===== src/rtl/if_fetch_unit_if.sv =====
// Instruction-memory request bus: one outstanding request, req held until ack.
interface if_fetch_unit_if;
  logic        memReq;
  logic [31:0] memAddr;
  logic        memAck;
  logic [31:0] memData;

  modport master (output memReq, memAddr, input memAck, memData);
  modport slave  (input memReq, memAddr, output memAck, memData);
endinterface


===== src/rtl/if_fetch_unit.sv =====
// Fetch front-end: owns the fetch PC, issues single-outstanding fetches and
// buffers returned words in a prefetch queue that feeds the IF/ID register.
module if_fetch_unit #(
  parameter logic [31:0] RESET_PC = 32'h0000_0000,
  parameter int          DEPTH    = 2
) (
  input  logic                  clk,
  input  logic                  rst,
  input  logic                  freeze,
  input  logic                  branchTaken,
  input  logic [31:0]           branchAddr,
  if_fetch_unit_if.master       mem,
  output logic                  valid,
  output logic [31:0]           pc,
  output logic [31:0]           instruction,
  output logic [1:0]            fsm_state
);

  localparam int PW = $clog2(DEPTH);
  localparam int CW = PW + 1;

  // Handshake: a request is live while memReq=1; memAddr is stable until the
  // cycle memAck=1 completes it. memAck with memReq=0 carries no meaning.
  typedef enum logic [1:0] {
    IDLE    = 2'd0,
    REQ     = 2'd1,
    DISCARD = 2'd2
  } state_t;

  state_t          state, state_nx;
  logic [31:0]     fetch_pc, fetch_pc_nx;
  logic [31:0]     addr_q, addr_nx;
  logic [CW-1:0]   count, count_after;
  logic [PW-1:0]   head, tail;
  logic [31:0]     pc_mem  [DEPTH];
  logic [31:0]     ins_mem [DEPTH];
  logic            push, pop, space;

  always_comb begin
    valid       = (count != '0);
    pop         = valid && !freeze && !branchTaken;
    push        = (state == REQ) && mem.memAck && !branchTaken;
    count_after = count + CW'(push) - CW'(pop);
    space       = (count_after < CW'(DEPTH));
  end

  always_comb begin
    state_nx    = state;
    fetch_pc_nx = fetch_pc;
    addr_nx     = addr_q;
    case (state)
      IDLE: begin
        if (branchTaken) begin
          state_nx    = REQ;
          addr_nx     = branchAddr;
          fetch_pc_nx = branchAddr + 32'd4;
        end else if (space) begin
          state_nx    = REQ;
          addr_nx     = fetch_pc;
          fetch_pc_nx = fetch_pc + 32'd4;
        end
      end
      REQ: begin
        if (branchTaken) begin
          if (mem.memAck) begin
            addr_nx     = branchAddr;
            fetch_pc_nx = branchAddr + 32'd4;
          end else begin
            // The pending request cannot be withdrawn; let it finish and drop it.
            state_nx    = DISCARD;
            fetch_pc_nx = branchAddr;
          end
        end else if (mem.memAck) begin
          if (space) begin
            addr_nx     = fetch_pc;
            fetch_pc_nx = fetch_pc + 32'd4;
          end else begin
            state_nx    = IDLE;
          end
        end
      end
      DISCARD: begin
        if (branchTaken) begin
          fetch_pc_nx = branchAddr;
        end else if (mem.memAck) begin
          state_nx    = REQ;
          addr_nx     = fetch_pc;
          fetch_pc_nx = fetch_pc + 32'd4;
        end
      end
      default: state_nx = IDLE;
    endcase
  end

  always_ff @(posedge clk or posedge rst) begin
    if (rst) begin
      state    <= IDLE;
      fetch_pc <= RESET_PC;
      addr_q   <= 32'd0;
      count    <= '0;
      head     <= '0;
      tail     <= '0;
    end else begin
      state    <= state_nx;
      fetch_pc <= fetch_pc_nx;
      addr_q   <= addr_nx;
      if (branchTaken) begin
        count <= '0;
        head  <= '0;
        tail  <= '0;
      end else begin
        count <= count_after;
        if (push) tail <= tail + PW'(1);
        if (pop)  head <= head + PW'(1);
      end
    end
  end

  // Storage needs no reset: entries are only visible while count covers them.
  always_ff @(posedge clk) begin
    if (push) begin
      pc_mem[tail]  <= addr_q + 32'd4;
      ins_mem[tail] <= mem.memData;
    end
  end

  assign mem.memReq  = (state != IDLE);
  assign mem.memAddr = addr_q;
  assign pc          = valid ? pc_mem[head]  : 32'd0;
  assign instruction = valid ? ins_mem[head] : 32'd0;
  assign fsm_state   = state;

endmodule


===== src/flat_wrapper.sv =====
// flat-port wrapper written by rule: the top's interface ports become plain ports
module if_fetch_unit_flat 
#(
  parameter logic [31:0] RESET_PC = 32'h0000_0000,
  parameter int          DEPTH    = 2
)
  (clk, rst, freeze, branchTaken, branchAddr, valid, pc, instruction, fsm_state, mem_memReq, mem_memAddr, mem_memAck, mem_memData);
  if_fetch_unit_if mem_i ();
  input  logic clk;
  input  logic rst;
  input  logic freeze;
  input  logic branchTaken;
  input  logic [31:0] branchAddr;
  output logic valid;
  output logic [31:0] pc;
  output logic [31:0] instruction;
  output logic [1:0] fsm_state;
  output wire logic [$bits(mem_i.memReq)-1:0] mem_memReq;
  output wire logic [$bits(mem_i.memAddr)-1:0] mem_memAddr;
  input wire logic [$bits(mem_i.memAck)-1:0] mem_memAck;
  input wire logic [$bits(mem_i.memData)-1:0] mem_memData;
  assign mem_memReq = mem_i.memReq;
  assign mem_memAddr = mem_i.memAddr;
  assign mem_i.memAck = mem_memAck;
  assign mem_i.memData = mem_memData;
  if_fetch_unit #(.RESET_PC(RESET_PC), .DEPTH(DEPTH)) u_core (.clk(clk), .rst(rst), .freeze(freeze), .branchTaken(branchTaken), .branchAddr(branchAddr), .mem(mem_i), .valid(valid), .pc(pc), .instruction(instruction), .fsm_state(fsm_state));
endmodule

===== config.mk =====
export PLATFORM = sky130hd
export DESIGN_NAME = if_fetch_unit_flat
export DESIGN_NICKNAME = d
export VERILOG_FILES = /design/src/rtl/if_fetch_unit_if.sv /design/src/rtl/if_fetch_unit.sv /design/src/flat_wrapper.sv
export SDC_FILE = /design/constraint.sdc
export NUM_CORES = 1
export LEC_CHECK = 0
export CAP_MARGIN = 40
export CORE_MARGIN = 5
export CORE_UTILIZATION = 58
export DETAILED_ROUTE_END_ITERATION = 16
export GPL_ROUTABILITY_DRIVEN = 0
export GPL_TIMING_DRIVEN = 0
export PLACE_DENSITY_LB_ADDON = 0.1
export SLEW_MARGIN = 30
export SYNTH_ARGS = -nofsm -noshare
export SYNTH_HDL_FRONTEND = slang
export SYNTH_SLANG_ARGS = --single-unit

===== constraint.sdc =====
create_clock -name clk -period 11.21 [get_ports clk]
set_clock_uncertainty 0.05 [all_clocks]
set_input_delay 2.242 -clock clk [delete_from_list [all_inputs] [get_ports clk]]
set_output_delay 2.242 -clock clk [all_outputs]
set_load 0.03 [all_outputs]

==> run_results.csv <==
group,metric,value,unit
run_status,run_status,"finished clean",
layout,nets,1251,
logic_synthesis,ys.flop_type,"edfxtp_1",
critical_path,reg2reg_setup_slack,7.05,ns
floorplan,initial_utilization,59.4,%
global_route,grtUsageMet2,48.4,%
layout,multi_input_area,4460,µm²
layout,fillers,1252,
critical_path,critPathRequiredTime,11.44,ns
drt,antenna_left,0,
power_and_ir_drop,pwr_density_cell,257,nW/µm²
floorplan,num_io_pins,169,
place,place_inst,1378,
global_route,antenna_found_initial,0,
clocking,clkLatencyLatePin,0.44,ns
floorplan,core,17400,µm²
sta,hold_viol,0,
global_route,grt_pass1_wl,44900,µm
place,portBuffers,163,
sta,relSlewSlack,40.7,%
floorplan,die_area,20600,µm²
power_and_ir_drop,finalPower,3.33,mW
logic_synthesis,ys_seq_area_share,54.1,%
sta,rsz0062_at_grt,"false",
sta,max_freq,167,MHz
sta,worst_slew_pin_slew,0.882,ns
layout,drive_gt1_share,5.65,%
logic_synthesis,synth_edf_count,128,
clocking,numCtsBuffers,17,
logic_synthesis,yosys_warnings,0,
critical_path,crit_path_max_fanout,10,
clocking,htree_levels,4,
logic_synthesis,netlist_instances,984,
drt,drt_pass1_iterations,6,
global_route,grt-ovfl-total,0,
logic_synthesis,ys_ff_latch,198,
critical_path,start_kind,"input pin",
logic_synthesis,synthArstFlopShare,35.4,%
logic_synthesis,syn_nets,1062,
critical_path,crit_arrival,6.24,ns
global_route,gr-usage-met3,5.16,%
worst_hold_path,hold_depth,2,
global_route,grt.busiest_layer,"met2",
place,placed_area,12400,µm²
layout,seq_area,5600,µm²
critical_path,r2r_start,"u_core.count[1]$_DFF_PP0_",
place,dp_slack,4.97,ns
global_route,grt_max_degree,48,
layout,final_common_cell,"clkdlybuf4s50_1",
global_route,grt_use_total,28.3,%
sta,final_max_slew_viol_count,0,
power_and_ir_drop,peakVddDrop,139,µV
drt,drtIter0Drc,806,
global_route,grt_pass1_vias,8449,
clocking,postCtsSetupBuffers,0,
drt,viasPerCell,6.30,
critical_path,crit_type,"input pin to register",
layout,final_cell_mix,"clkdlybuf4s50_1, edfxtp_1, nor2_1, nand2_1, mux2i_1",
clocking,clock_path_buffers,2,
drt,routedWlPerCell,20.9,µm
place,hpwlAfterDp,21600,µm
clocking,post_cts_resized,0,
floorplan,rows,48,
floorplan,die_x,144,µm
layout,antennaDiodeCount,0,
drt,drc,0,
logic_synthesis,syn_area,10300,µm²
logic_synthesis,syn_avg_cell_area,10.5,µm²
layout,finish.instance_area,13000,µm²
sta,setup_viol,0,
sta,period_share,53.5,%
floorplan,die_h,144,µm
layout,area_growth,25.6,%
layout,instances_no_fill,1411,
drt,via_count,8883,
power_and_ir_drop,p_leak,4.60,nW
critical_path,startpoint,"branchTaken",
logic_synthesis,ys_types,72,
run,drv_cap,0,
clocking,cts_tree,"yes",
sta,fin_setup_tns,0,ns
clocking,hold_buffers,0,
critical_path,reg2reg_depth,13,
global_route,met1_usage,34.4,%
sta,fin_crit,6.00,ns
sta,layout_setup_ws,5.21,ns
clocking,root_buffer,"clkbuf_16",
drt,finalWirelength,29500,µm
clocking,cts.sinks,198,
worst_hold_path,hold_start,"u_core.fetch_pc[1]$_DFFE_PP0P_",
critical_path,worstSetupEndpointType,"register",
clocking,clk_pin_slew_worst_paths,0.07,ns
worst_hold_path,hold_path.class,"register to register",
[metrics by stage]
step                utilization, %  hold WS, ns
finish                        74.6        0.433
global route                  74.6        0.464
CTS                           74.6        0.438
detailed placement            71.2        0.420
global placement              70.4        0.413
floorplan                        -        0.395
[worst max-delay path: stages]
cell and delay, ns:
buf_2 0.21, clkbuf_1 0.43, clkbuf_1 0.57, nor3_1 0.18, ha_1 0.32, inv_1 0.04
ha_1 0.19, xnor3_1 0.34, buf_2 0.30, nor2_1 0.18, a21oi_1 0.63, o21ai_0 0.19
a32oi_1 0.29, o21ai_0 0.13
[registers in the layout, summed over array words and instances, names as in the netlist]
name / flops
u_core.fetch_pc: 32
u_core.ins_mem: 64
u_core.mem.memAddr: 32
u_core.tail: 1
u_core.pc_mem: 64
u_core.head: 1
u_core.fsm_state: 2
u_core.count: 2
[cell families (layout without fill, tap and decap cells)]
| family | count (synthesis) | count (layout) | share of synthesized area (%) |
|---|---|---|---|
| compound gates | 215 | 215 | 12.9 |
| flops | 198 | 198 | 54.1 |
| fa+ha+maj | 9 | 9 | 1.09 |
| simple gates | 359 | 359 | 16.8 |
| buf+inv | 74 | 276 | 2.84 |
| xor+xnor | 30 | 30 | 2.67 |
| mux | 99 | 99 | 9.58 |
[per-layer routing]
layer	vias to the layer above	wire, µm
met1	4234	10900
met2	504	14600
met5	-	0
met4	0	1310
li1	4043	-
met3	102	2710
[cell type report]
cell class / instances / area share (%)
Buffer: 58 / 1.80
Clock buffer: 19 / 3.33
Clock inverter: 13 / 1.13
Inverter: 16 / 0.482
Timing Repair Buffer: 170 / 13.7
Sequential cell: 198 / 43.1
Multi-Input combinational cell: 712 / 34.4
Tap cell: 225 / 2.17
[synth_stat cells, drive strengths merged, types with 3 or more instances]
cell type | instances | share of area, %
nor4 | 10 | 0.81
a21oi | 42 | 2.0
a21boi | 4 | 0.29
and2 | 9 | 0.57
nor3b | 3 | 0.22
o31ai | 4 | 0.34
a31oi | 11 | 0.67
edfxtp | 128 | 37
nor2 | 106 | 3.8
dfrtp | 70 | 17
ha | 9 | 1.1
nand4 | 29 | 1.8
nand2b | 3 | 0.18
mux2i | 99 | 9.6
a41oi | 4 | 0.34
xor2 | 6 | 0.51
xnor2 | 23 | 1.9
a32oi | 3 | 0.25
clkbuf | 40 | 1.5
and4 | 7 | 0.59
inv | 15 | 0.54
nor2b | 8 | 0.48
o21ai | 90 | 4.4
o21a | 5 | 0.36
o211ai | 17 | 1.2
nand2 | 102 | 3.8
nand3 | 30 | 1.5
buf | 18 | 0.80
nor3 | 24 | 1.3
or3 | 6 | 0.36
and3 | 19 | 1.2
o311ai | 6 | 0.51
a211oi | 4 | 0.29
[path summary, 6_finish.rpt]
kind,to
max in group asynchronous,u_core.mem.memAddr[21]$_DFFE_PP0P_
max,u_core.fetch_pc[5]$_DFFE_PP0P_
max reg2reg,u_core.fetch_pc[5]$_DFFE_PP0P_
min in group asynchronous,u_core.mem.memAddr[3]$_DFFE_PP0P_
min reg2reg,u_core.fetch_pc[1]$_DFFE_PP0P_
min,u_core.fetch_pc[1]$_DFFE_PP0P_
[report_power, final]
part           internal, mW  leakage (nW)  total, mW  switching [mW]
Sequential            0.980          2.03       1.15           0.175
Combinational         0.571          2.30       1.58            1.01
Clock                 0.315         0.272      0.601           0.286
Total                  1.87          4.60       3.33            1.47
(Power assumes the default switching activity.)
